### src/rtl/memory_pkg.sv
// Shared memory-access constants: line geometry and the read/write split FSM encodings.
package memory_pkg;

  localparam int MEM_LINE_LOG2 = 4;

  typedef enum logic [1:0] {
    RD_IDLE       = 2'd0,
    RD_FIRST_WAIT = 2'd1,
    RD_SECOND     = 2'd2
  } read_state_t;

  typedef enum logic [1:0] {
    WR_IDLE       = 2'd0,
    WR_FIRST_WAIT = 2'd1,
    WR_SECOND     = 2'd2
  } write_state_t;

  // Bytes that fit before the line boundary: min(len, left), left is 1..line size.
  function automatic logic [2:0] min_len(input logic [2:0] len, input logic [31:0] left);
    return ({29'd0, len} < left) ? len : left[2:0];
  endfunction

endpackage

### src/rtl/memory_read_merge.sv
// Byte merge for a split read: keeps the low bytes of the first half and ORs in the shifted second half.
module memory_read_merge (
  input  logic [31:0] tlbread_data,
  input  logic [2:0]  length_1,
  input  logic [23:0] buffer,
  output logic [23:0] buffer_next,
  output logic [31:0] merged
);

  always_comb begin
    buffer_next = '0;
    for (int i = 0; i < 3; i++) begin
      if (3'(i) < length_1) buffer_next[8*i +: 8] = tlbread_data[8*i +: 8];
    end
    merged = {8'd0, buffer} | (tlbread_data << {length_1, 3'b000});
  end

endmodule

### src/rtl/memory_read_split.sv
// Read front end: issues one TLB access per read, or two when a read crosses a line boundary.
// Line splitting is built only when MEMORY_READ_SPLIT_EN is defined; otherwise reads pass through whole.
import memory_pkg::*;

module memory_read_split #(
  parameter int LINE_LOG2 = MEM_LINE_LOG2
) (
  input  logic        clk,
  input  logic        rst_n,
  input  logic        rd_reset,
  input  logic        read_do,
  output logic        read_done,
  output logic        read_page_fault,
  output logic        read_ac_fault,
  input  logic [1:0]  read_cpl,
  input  logic [31:0] read_address,
  input  logic [2:0]  read_length,
  input  logic        read_lock,
  input  logic        read_rmw,
  output logic [31:0] read_data,
  output logic        tlbread_do,
  input  logic        tlbread_done,
  input  logic        tlbread_page_fault,
  input  logic        tlbread_ac_fault,
  output logic [1:0]  tlbread_cpl,
  output logic [31:0] tlbread_address,
  output logic [2:0]  tlbread_length,
  output logic [2:0]  tlbread_length_full,
  output logic        tlbread_lock,
  output logic        tlbread_rmw,
  input  logic [31:0] tlbread_data,
  output logic [1:0]  debug_state
);

  // A 4-byte read must cross at most one boundary, so lines are at least 4 bytes.
  if (LINE_LOG2 < 2 || LINE_LOG2 > 31) begin : g_bad_line
    $error("memory_read_split: LINE_LOG2 out of range");
  end

  read_state_t state;
  logic [2:0]  length_1;
  logic [2:0]  len2_q;
  logic [31:0] addr2_q;
  logic [31:0] second_data;
  logic        start;
  logic        any_fault;
  logic        reset_waiting;
  logic        sticky_pf;
  logic        sticky_ac;

  assign tlbread_cpl         = read_cpl;
  assign tlbread_length_full = read_length;
  assign tlbread_lock        = read_lock;
  assign tlbread_rmw         = read_rmw;
  assign debug_state         = state;

  assign read_page_fault = tlbread_page_fault | sticky_pf;
  assign read_ac_fault   = tlbread_ac_fault | sticky_ac;
  assign any_fault       = tlbread_page_fault | tlbread_ac_fault;
  assign start = (state == RD_IDLE) && read_do && !rd_reset && !read_page_fault && !read_ac_fault;

`ifdef MEMORY_READ_SPLIT_EN
  logic [31:0] line_bytes;
  logic [31:0] offset;
  logic [31:0] left;
  logic [2:0]  length_2;
  logic [31:0] address_2;
  logic [2:0]  len1_q;
  logic [23:0] buffer;
  logic [23:0] buffer_next;

  assign line_bytes = 32'd1 << LINE_LOG2;
  assign offset     = read_address & (line_bytes - 32'd1);
  assign left       = line_bytes - offset;
  assign length_1   = min_len(read_length, left);
  assign length_2   = read_length - length_1;
  assign address_2  = (read_address & ~(line_bytes - 32'd1)) + line_bytes;

  memory_read_merge u_merge (
    .tlbread_data (tlbread_data),
    .length_1     (len1_q),
    .buffer       (buffer),
    .buffer_next  (buffer_next),
    .merged       (second_data)
  );

  // Second-half geometry is frozen at issue so the CPU side may change meanwhile.
  always_ff @(posedge clk or negedge rst_n) begin
    if (!rst_n) begin
      len1_q  <= '0;
      len2_q  <= '0;
      addr2_q <= '0;
      buffer  <= '0;
    end else begin
      if (start) begin
        len1_q  <= length_1;
        len2_q  <= length_2;
        addr2_q <= address_2;
      end
      if (state == RD_FIRST_WAIT && tlbread_done && !any_fault && len2_q != 3'd0)
        buffer <= buffer_next;
    end
  end
`else
  assign length_1    = read_length;
  assign len2_q      = 3'd0;
  assign addr2_q     = 32'd0;
  assign second_data = tlbread_data;
`endif

  always_comb begin
    tlbread_do      = 1'b0;
    tlbread_address = read_address;
    tlbread_length  = length_1;
    read_done       = 1'b0;
    read_data       = '0;
    case (state)
      RD_IDLE: tlbread_do = start;
      RD_FIRST_WAIT: begin
        tlbread_do = 1'b1;
        if (tlbread_done && !any_fault && len2_q == 3'd0 && !reset_waiting) begin
          read_done = 1'b1;
          read_data = tlbread_data;
        end
      end
      RD_SECOND: begin
        tlbread_do      = 1'b1;
        tlbread_address = addr2_q;
        tlbread_length  = len2_q;
        if (tlbread_done && !any_fault && !reset_waiting) begin
          read_done = 1'b1;
          read_data = second_data;
        end
      end
      default: tlbread_do = 1'b0;
    endcase
  end

  always_ff @(posedge clk or negedge rst_n) begin
    if (!rst_n) begin
      state         <= RD_IDLE;
      reset_waiting <= 1'b0;
      sticky_pf     <= 1'b0;
      sticky_ac     <= 1'b0;
    end else begin
      // An aborted access still runs to completion; its result is just dropped.
      if (rd_reset && state != RD_IDLE) reset_waiting <= 1'b1;
      else if (state == RD_IDLE)        reset_waiting <= 1'b0;

      if (rd_reset)                                    sticky_pf <= 1'b0;
      else if (tlbread_page_fault && !reset_waiting)   sticky_pf <= 1'b1;
      if (rd_reset)                                    sticky_ac <= 1'b0;
      else if (tlbread_ac_fault && !reset_waiting)     sticky_ac <= 1'b1;

      case (state)
        RD_IDLE: if (start) state <= RD_FIRST_WAIT;
        RD_FIRST_WAIT: begin
          if (any_fault)                 state <= RD_IDLE;
          else if (tlbread_done)         state <= (len2_q != 3'd0) ? RD_SECOND : RD_IDLE;
        end
        RD_SECOND: if (any_fault || tlbread_done) state <= RD_IDLE;
        default: state <= RD_IDLE;
      endcase
    end
  end

endmodule

### config.mk
export PLATFORM = sky130hd
export DESIGN_NAME = memory_read_split
export DESIGN_NICKNAME = d
export VERILOG_FILES = /design/src/rtl/memory_pkg.sv /design/src/rtl/memory_read_merge.sv /design/src/rtl/memory_read_split.sv
export SDC_FILE = /design/constraint.sdc
export NUM_CORES = 1
export LEC_CHECK = 0
export CORE_MARGIN = 1
export CORE_UTILIZATION = 21
export CTS_BUF_LIST = sky130_fd_sc_hd__clkbuf_16
export CTS_CLUSTER_SIZE = 30
export DETAILED_ROUTE_END_ITERATION = 12
export MAX_ROUTING_LAYER = met4
export PLACE_DENSITY = 0.79
export SLEW_MARGIN = 10
export SYNTH_ARGS = -nofsm -noshare
export SYNTH_HDL_FRONTEND = slang
export SYNTH_SLANG_ARGS = --single-unit
### constraint.sdc
create_clock -name clk -period 1.6 [get_ports clk]
set_clock_uncertainty 0.15 [all_clocks]
set_input_delay 0.24 -clock clk [delete_from_list [all_inputs] [get_ports clk]]
set_output_delay 0.24 -clock clk [all_outputs]
set_load 0.01 [all_outputs]
# == Yosys cells after proc, flatten, opt, wreduce, memory -nomap -nowiden ==
# Cells that the tools add are included.
# classes
n_lt_le_gt_ge,0
shifts,0
multipliers,0
n_bitwise,3
n_eq_ne,5
muxes,18
n_reduce_logical,22
n_addsub,0
div_mod_pow,0
# op_table
operator,n
$mux 32,3
$logic_and 1x1->1,9
$mux 1,8
$mux 2,4
$reduce_bool 2->1,4
$pmux 2 s3,1
$logic_not 1->1,5
$ne 2x2->1 const B,2
$mux 3,1
$ne 3x3->1 const B,1
$or 1x1->1,3
$reduce_and 3->1,1
$eq 2x1->1 const B,1
$eq 2x2->1 const B,1
$logic_not 2->1,1
$pmux 1 s2,1
$reduce_or 2->1,1
$logic_or 1x1->1,1
# totals
latchBits,0
rom_bits,0
mem_bits_rw,0
regBits,5
inputBits,78
out_inout_bits,80
memories,0

# == Logic depth before layout (Yosys ltp) ==
# Gate-level depths: netlist (run 1).
# logic_depth
ltp_word,7
depth_mapped,4

# == Least setup slack after synthesis (run 1) ==
# No wires, ideal clock.
# synth_timing
kind,reg2out
startpoint,"register state[0], in the netlist debug_state[0]"
endpoint,output port read_data[10]
arrival_time_ns,1.329
path_slack_ns,-0.119
path_stages_with_launch,5
cell_sequence,dfrtp_1 > or4b_1 > buf_2 > buf_6 > nor3_2
# synth_between
elab_chain_len,3
word_cells_on_any_way,4
cone_classes,eq/ne (2); mux (1); reduce/logical (1)
# synth_lines
item,line,rtl
from (decl),memory_read_split.sv:40,read_state_t state;
from (signal assigned),memory_read_split.sv:159,else if (tlbread_done) state <= (len2_q != 3'd0) ? RD_SECOND : RD_IDLE;
$eq 2x2->1 or $eq 2x1->1 (tied branches),memory_read_split.sv:117,case (state)
$reduce_or 2->1 (no source line) (*),-,
$mux 32 (*),-,
to (decl),memory_read_split.sv:20,"output logic [31:0] read_data,"
# Mark *: on every way between the ends. The rest lies on a longest branch, timed or not.

# == Final worst setup path (run 1) ==
# layout_timing
startpoint,register reset_waiting
endpoint,output port read_data[26]
# layout_between
elab_chain_len,4
# layout_lines
item,line,rtl
from (decl),memory_read_split.sv:47,logic reset_waiting;
from (signal assigned),memory_read_split.sv:142,reset_waiting <= 1'b0;
from (signal assigned),memory_read_split.sv:147,if (rd_reset && state != RD_IDLE) reset_waiting <= 1'b1;
from (signal assigned),memory_read_split.sv:148,else if (state == RD_IDLE) reset_waiting <= 1'b0;
$logic_not 1->1,"memory_read_split.sv:121, memory_read_split.sv:130",
$logic_and 1x1->1,"memory_read_split.sv:121, memory_read_split.sv:130",
$mux 32,"memory_read_split.sv:121, memory_read_split.sv:130",
$mux 32,-,
# No other way between the ends.

==> summary.txt, run 1 <==
Floorplan
  – Die Y: about 71 microns
  – I/O pin count: around 160
  – Core Footprint: ~4500 sq um
  – Die area: 5096 sq um
  – FP Rows: 24
  – Die X: 71.39 microns
  – Initial Util: 0.2244

Route
  – Routed length per placed instance: around 11 microns
  – Drt pass-1 iters: 8
  – Drt initial violations: 33
  – Remaining DRCs: 9
  – WL final: between 2000 and 2500 microns
  – Vias: between 900 and 1000
  – Detail Route Antenna Nets: 0
  – Vias per cell: 3.969

Setup path
  – Crit path DAT: ~1.7 ns
  – Worst-path maximum fanout: 5
  – Crit path kind: register to primary output
  – Crit. End Element: primary output
  – Startpoint types: register
  – Reg2Reg Depth: 2
  – CP required: around 1.2 ns

Clock network
  – CTS Root Buffer Type: clkbuf_16
  – Num CTS Buffers: 3
  – Hold-fix buffers, CTS: 0
  – H-tree depth: 1
  – CTS tree: yes
  – Clk slew on worst S/H paths: 0.03 ns
  – Worst-Skew Late Latency: approximately 0.22 ns
  – CTS Sinks: 4
  – Maximum clock path buffer count: 2

Synth
  – Syn Area/Cell: ~7.4 sq um
  – Syn_nets: between 200 and 250
  – Synth Warn #: 0
  – Count of cell types in the netlist: 18
  – Seq/Total Area, Yosys: 0.09901
  – Cell area after synthesis: around 1000 sq um
  – Post-synthesis register bit count: 4
  – Synthesized instance count: around 140

STA
  – Final Max Slew Viols: 0
  – Final Setup Violations: 34
  – Minimum clock period after layout: roughly 2.0 ns
  – Unrepaired setup endpoints after global routing: yes
  – Final period util: 1.274
  – Fin worst setup slack: -0.4385 ns
  – Final hold vios: 0
  – Fmax: 490.6 MHz

Power
  – Leakage: approximately 0.83 nW
  – Peak VDD IR: between 0.4 and 0.5 mV
  – Total Power: between 0.6 and 0.7 mW
  – Pwr Density: approximately 450 nW/um^2

Status
  – Failing checks: design-rule violations, negative setup slack
  – Status: finished, violations left

Global route
  – First-pass GRT wire length: 3843 microns
  – Vias in the first global route: around 830
  – Pin count of the biggest net entering global routing: 24
  – Initial antenna violation count: 0
  – GRT Total Usage: 0.09557
  – GR Overflow Total: 0

Finish
  – Commonest cells after routing, fill and taps aside: 35 x inv_1, 34 x clkdlybuf4s50_1, 33 x buf_2, 31 x nor3_2, 6 x buf_4
  – Post-layout net count: between 200 and 300
  – Most common cell after layout, fill and taps aside: inv_1
  – Area growth syn-to-layout: 51.86%
  – Filler cells: between 400 and 500
  – Layout Cells excl Fill: 227
  – Layout cells sized above 1: 0.4914
  – ANT cells: 0

Worst hold path
  – Worst Hold Class: input port to async pin

Run
  – Max-cap violation count: 0

Place
  – Placed cells: roughly 220
  – Hpwl dp: 1915 microns
  – Port buffer count: between 70 and 80
  – Gpl congestion: approximately 0.65
==> layout make-up <==
cell class | instances | area [sq um] | share of cell area
multi-input combinational | 47 | 435.4 | 0.2836
inverter | 35 | 131.4 | 0.08557
sequential | 4 | 100.1 | 0.06520
timing repair buffer | 86 | 728.2 | 0.4743
clock buffer | 3 | 75.07 | 0.04890
tap | 52 | 65.06 | 0.04238
==> where the power goes <==
part	switching (mW)	leakage (nW)	internal, mW
Combinational	0.0730	0.738	0.116
Sequential	0.00294	0.0528	0.106
Clock	0.0712	0.0370	0.319
Total	0.147	0.827	0.542
==> metal layers <==
metal  vias up  track usage  wire length (microns)  share of wire
met5         -            -                      0              0
met4         0      0.03556                     15         0.0061
met3         4      0.04501                    284           0.12
met2        56       0.1598                   1241           0.51
met1       397      0.09752                    911           0.37
li1        444            -                      -              -
==> cells by family after synthesis <==
logic type,synth area share
flops,0.09901
buf+inv,0.4988
simple gates,0.3663
other cells,0.003709
compound gates,0.03219
==> synth_stat cells <==
cell type | instances | area (sq um)
buf_4 | 43 | 322.8
inv_1 | 35 | 131.4
nor3_2 | 29 | 290.3
dfrtp_1 | 4 | 100.1
buf_1 | 3 | 11.26
buf_6 | 3 | 33.78
nor3_1 | 3 | 15.01
or2_2 | 3 | 18.77
a21oi_1 | 2 | 10.01
nand2b_1 | 2 | 12.51
or4b_2 | 2 | 20.02
buf_2 | 1 | 5.000
conb_1 | 1 | 3.750
nor2_1 | 1 | 3.750
o21a_1 | 1 | 7.510
o21bai_1 | 1 | 7.510
o31ai_1 | 1 | 7.510
or4b_1 | 1 | 10.01
==> through the flow <==
| stage | cell area (sq um) | util | hold WS, ns | setup TNS, ns | setup slack (ns) |
|---|---|---|---|---|---|
| 3_3_place_gp | 1550 | 0.3442 | 0.3141 | -37.44 | -1.152 |
| 4_1_cts | 1529 | 0.3394 | 0.08546 | -13.58 | -0.4602 |
| 2_1_floorplan | 1015 | - | -0.2056 | -3.682 | -0.1168 |
| 5_1_grt | 1535 | 0.3408 | 0.09487 | -15.25 | -0.5136 |
| 6_report | 1535 | 0.3408 | 0.08018 | -12.82 | -0.4385 |
| 3_5_place_dp | 1550 | 0.3442 | 0.3217 | -37.22 | -1.128 |
==> state kept, by name, summed over array words and instances, names as in the netlist <==
| register | flops |
|---|---|
| sticky_pf | 1 |
| reset_waiting | 1 |
| debug_state | 1 |
| sticky_ac | 1 |
==> worst max-delay path, cell delays in order, from the launching register on <==
cell     delay, ns
dfrtp_1       0.37
or4b_4        0.53
buf_12        0.16
buf_16        0.12
nor3_2        0.09
buf_2         0.15
==> timing repair <==
item,CTS,global route
endpoints found under the setup margin,37,35
cloned,1,0
resized for setup,152,2
pin swaps,2,2
buffers inserted,1,0
==> worst paths after layout <==
kind                               start             end  slack, ns
max                        reset_waiting   read_data[26]      -0.44
min                                rst_n  debug_state[0]       0.08
max reg2reg                    sticky_pf  debug_state[0]       0.23
min reg2reg                    sticky_pf       sticky_pf       0.38
max in group asynchronous          rst_n       sticky_ac       1.04
min in group clk                rd_reset       sticky_ac       0.27
(Power assumes the default switching activity.)
==> run 2, diff against run 1 <==
CORE_UTILIZATION = 23   (was 21)
PLACE_DENSITY = 0.82   (was 0.79)
clock period = 2 ns   (was 1.6 ns; I/O delays follow)
==> summary.txt, run 2 (synthesis gave the netlist of run 1 again) <==
Route
  – Detail Route Antenna Nets: 0
  – Remaining DRCs: 0
  – Vias per cell: about 4.1
  – Drt initial violations: 18
  – Routed length per placed instance: roughly 12 microns
  – Vias: 925
  – Drt pass-1 iters: 3
  – WL final: about 2700 microns

Setup path
  – Reg2reg start: debug_state[0]
  – Crit path kind: register to primary output
  – Crit. End Element: primary output
  – Register-to-register setup slack: 0.64 ns
  – Worst-path maximum fanout: 8
  – Startpoint types: register
  – Reg2Reg Depth: 3
  – End of the worst register-to-register path: debug_state[0]
  – CP required: around 1.6 ns
  – Crit path DAT: between 1.5 and 2 ns

Place
  – Port buffer count: 75
  – Post-DP Area: between 1500 and 2000 sq um
  – Hpwl dp: 1857 microns
  – Gpl congestion: between 0.6 and 0.7
  – Pre-CTS WS: -0.8211 ns

Floorplan
  – Die Y: 68.30 microns
  – Initial Util: 0.2457
  – I/O pin count: roughly 160
  – FP Rows: 23
  – Core Footprint: approximately 4100 sq um
  – Die X: 68.30 microns
  – Die area: between 4000 and 5000 sq um

Finish
  – Post-layout net count: 257
  – Most common cell after layout, fill and taps aside: clkdlybuf4s50_1
  – Filler cells: 441
  – Multi-input logic area: roughly 440 sq um
  – ANT cells: 0
  – Cell area after layout: 1568 sq um
  – Reg area: ~100 sq um
  – Post-layout util: 0.3810
  – Layout cells sized above 1: 0.4802
  – Area growth syn-to-layout: 55.07%
  – Commonest cells after routing, fill and taps aside: 38 x clkdlybuf4s50_1, 35 x inv_1, 34 x buf_2, 25 x nor3_2, 7 x buf_4

Status
  – Failing checks: negative setup slack
  – Status: finished, violations left

Global route
  – GR Overflow Total: 0
  – Pin count of the biggest net entering global routing: 25
  – First-pass GRT wire length: 3946 microns
  – Vias in the first global route: between 800 and 900
  – Initial antenna violation count: 0
  – GRT Total Usage: 0.1175

Clock network
  – Worst-Skew Late Latency: 0.23 ns
  – Num CTS Buffers: 3
  – CTS Root Buffer Type: clkbuf_16
  – CTS tree: yes
  – H-tree depth: 1
  – Maximum clock path buffer count: 2
  – Clk slew on worst S/H paths: 0.03 ns
  – CTS Sinks: 4

Run
  – Max-cap violation count: 0

STA
  – WHS: between 0.1 and 0.15 ns
  – Final Max Slew Viols: 0
  – Unrepaired setup endpoints after global routing: yes
  – Final Setup Violations: 33
  – Minimum clock period after layout: ~2.1 ns
  – Final hold vios: 0
  – Final period util: 1.070
  – Fin worst setup slack: -0.1397 ns
  – Fmax: 467.3 MHz

Worst hold path
  – Worst Hold Class: input port to async pin

Power
  – Leakage: roughly 0.85 nW
  – Pwr Density: ~360 nW/um^2
  – Total Power: roughly 0.56 mW
  – Peak VDD IR: between 0.8 and 0.9 mV
==> run 2: cell count changes in the layout (fill, tap and decap cells not counted), sizes merged <==
cell	delta
dlymetal6s2s	+1
clkdlybuf4s50	+4
buf	+2
clkdlybuf4s15	-2
dlygate4sd2	-3
==> run 2: final cells by class <==
| class | instances | share of cell area |
|---|---|---|
| Clock buffer | 3 | 0.04789 |
| Inverter | 35 | 0.08380 |
| Multi-Input combinational cell | 47 | 0.2801 |
| Sequential cell | 4 | 0.06385 |
| Tap cell | 50 | 0.03990 |
| Timing Repair Buffer | 88 | 0.4844 |
==> run 2: per-layer routing <==
layer | global-route usage | share of wire | vias up
met5 | - | 0 | -
li1 | - | - | 448
met3 | 0.04167 | 0.12 | 8
met2 | 0.2096 | 0.51 | 65
met4 | 0.07031 | 0.018 | 0
met1 | 0.1063 | 0.35 | 404
==> run 2: repair_timing <==
action,in CTS,in global routing
gates resized for setup,144,5
buffers inserted,2,0
setup endpoints to repair,36,34
hold buffers,0,0
pin swaps,3,3
cloned,3,0
==> run 2: worst max path at each step <==
| stage | startpoint | endpoint | slack [ns] | cells after the start |
|---|---|---|---|---|
| after floorplan | debug_state[0] | read_data[10] | 0.22 | 4 |
| after global placement | tlbread_page_fault | read_data[31] | -0.81 | 5 |
| after detailed placement | tlbread_page_fault | read_data[0] | -0.82 | 5 |
| after CTS | reset_waiting | read_data[28] | -0.20 | 5 |
| after global routing | reset_waiting | read_data[18] | -0.20 | 5 |
| final | reset_waiting | read_data[5] | -0.14 | 5 |
==> run 2: through the flow <==
step | setup TNS, ns | cells
CTS | -5.317 | 228
global placement | -26.21 | 220
detailed placement | -26.76 | 220
global route | -4.622 | 227
finish | -2.561 | 227
floorplan | 0 | 136
==> run 2: worst max-delay path: stages (launching register included) <==
cell     delay, ns
dfrtp_1       0.37
or4b_4        0.55
buf_12        0.17
buf_16        0.14
nor3_4        0.09
buf_2         0.15
==> run 2: power by group <==
| part | internal, mW | total, mW | switching [mW] |
|---|---|---|---|
| clock network | 0.256 | 0.314 | 0.0583 |
| logic | 0.0964 | 0.157 | 0.0609 |
| registers | 0.0850 | 0.0872 | 0.00214 |
| total | 0.437 | 0.558 | 0.121 |
==> run 3, diff against run 2 <==
CORE_UTILIZATION = 21   (was 23)
PLACE_DENSITY = 0.79   (was 0.82)
clock period = 1.8 ns   (was 2 ns; I/O delays follow)
==> summary.txt, run 3 (synthesis gave the netlist of run 1 again) <==
Finish
  – Post-layout net count: ~260
  – Filler cells: between 400 and 500
  – Commonest cells after routing, fill and taps aside: 35 x inv_1, 35 x clkdlybuf4s50_1, 34 x buf_2, 31 x nor3_2, 8 x buf_4
  – Layout cells sized above 1: 0.5028
  – ANT cells: 0
  – Area growth syn-to-layout: 59.28%
  – Cell area after layout: roughly 1600 sq um

Setup path
  – Crit path DAT: between 1.5 and 2 ns
  – Crit. End Element: primary output
  – Crit path kind: register to primary output
  – Critical path's slowest cell: or4b_4
  – Cell family with most CP delay: simple AND/OR/NAND/NOR gates
  – CP required: 1.38 ns
  – Register-to-register setup slack: around 0.42 ns
  – Worst-path maximum fanout: 8
  – Startpoint types: register
  – End of the worst register-to-register path: debug_state[0]
  – Reg2Reg Depth: 3
  – Reg2reg start: debug_state[0]
  – Critical Path Max Stage Delay: around 0.57 ns
  – Worst Path Buf+Inv: 3
  – Cells along the critical path: or4b_4, buf_12, buf_16, nor3_2, buf_2

Clock network
  – CTS Root Buffer Type: clkbuf_16
  – CTS Sinks: 4
  – Num CTS Buffers: 3
  – Clk slew on worst S/H paths: 0.03 ns
  – Worst-Skew Late Latency: roughly 0.23 ns
  – H-tree depth: 1
  – CTS tree: yes
  – Maximum clock path buffer count: 2

Power
  – Leakage: 0.8647 nW
  – Peak VDD IR: roughly 0.57 mV
  – Pwr Density: about 390 nW/um^2
  – Total Power: roughly 0.62 mW

Global route
  – Vias in the first global route: roughly 920
  – GRT Total Usage: 0.1161
  – Pin count of the biggest net entering global routing: 34
  – First-pass GRT wire length: around 4500 microns
  – GR Overflow Total: 0
  – Initial antenna violation count: 0

Floorplan
  – Initial Util: 0.2244
  – Die area: approximately 5100 sq um
  – Die Y: 71.39 microns
  – Core Footprint: ~4500 sq um
  – FP Rows: 24
  – Die X: just over 70 microns
  – I/O pin count: around 160

Route
  – Drt initial violations: 20
  – Vias: ~950
  – WL final: about 3000 microns
  – Vias per cell: 4.104
  – Drt pass-1 iters: 7
  – Routed length per placed instance: ~13 microns
  – Remaining DRCs: 9
  – Detail Route Antenna Nets: 0

STA
  – Final hold vios: 0
  – Unrepaired setup endpoints after global routing: yes
  – Final period util: 1.190
  – Minimum clock period after layout: 2.143 ns
  – Fin worst setup slack: -0.3428 ns
  – Final Setup Violations: 34
  – Final Max Slew Viols: 0
  – Fmax: ~470 MHz

Run
  – Max-cap violation count: 0

Place
  – Port buffer count: 75
  – Hpwl dp: roughly 2000 microns
  – Post-DP Area: about 1500 sq um
  – Gpl congestion: 0.6886

Worst hold path
  – Worst Hold Class: input port to async pin

Status
  – Failing checks: design-rule violations, negative setup slack
  – Status: finished, violations left
[run 3: cell types whose count changed in the layout (fill, tap and decap cells not counted), sizes merged]
| cell | previous run | this run |
|---|---|---|
| dlymetal6s2s | 1 | 0 |
| clkdlybuf4s50 | 38 | 35 |
| buf | 47 | 49 |
| dlygate4sd2 | 2 | 6 |
[run 3: power breakdown]
part | switching, mW | internal [mW]
Sequential | 0.00219 | 0.0944
Combinational | 0.0676 | 0.106
Clock | 0.0669 | 0.284
[run 3: worst max path at each step]
stage,cells after the start,startpoint,slack [ns],to
floorplan,4,debug_state[0],0.05,read_data[10]
global placement,5,tlbread_page_fault,-0.97,read_data[3]
detailed placement,5,tlbread_page_fault,-0.97,read_data[1]
global route,5,reset_waiting,-0.40,read_data[9]
CTS,5,reset_waiting,-0.42,read_data[18]
finish,5,reset_waiting,-0.34,read_data[18]
[run 3: repair_timing]
action | in CTS | in global routing
cloned | 4 | 0
resized for setup | 150 | 2
hold buffers | 0 | 0
setup endpoints to repair | 36 | 34
pin swaps | 4 | 4
buffers inserted | 2 | 2
[run 3: final cells by class]
cell class,instances,area (sq um),share of cell area
inverters,35,131.4,0.08159
flip-flops and latches,4,100.1,0.06216
well taps,52,65.06,0.04040
repair buffers,90,803.3,0.4988
multi-input cells,47,435.4,0.2704
clock buffers,3,75.07,0.04662
[run 3: per-stage QoR]
stage / std cells / utilization / hold slack (ns) / worst slack (ns) / setup TNS [ns]
floorplan: 136 / - / -0.1756 / 0.05062 / 0
global placement: 220 / 0.3400 / 0.3411 / -0.9683 / -31.40
detailed placement: 220 / 0.3400 / 0.3464 / -0.9721 / -31.38
CTS: 229 / 0.3517 / 0.1087 / -0.4210 / -11.65
global route: 231 / 0.3575 / 0.1217 / -0.4041 / -11.03
finish: 231 / 0.3575 / 0.1020 / -0.3428 / -9.314
[run 3: metal layers]
metal,track usage,part of all wire,vias up
li1,-,-,455
met4,0.04667,0.0054,0
met5,-,0,-
met1,0.1139,0.35,430
met2,0.2116,0.53,61
met3,0.03657,0.11,2
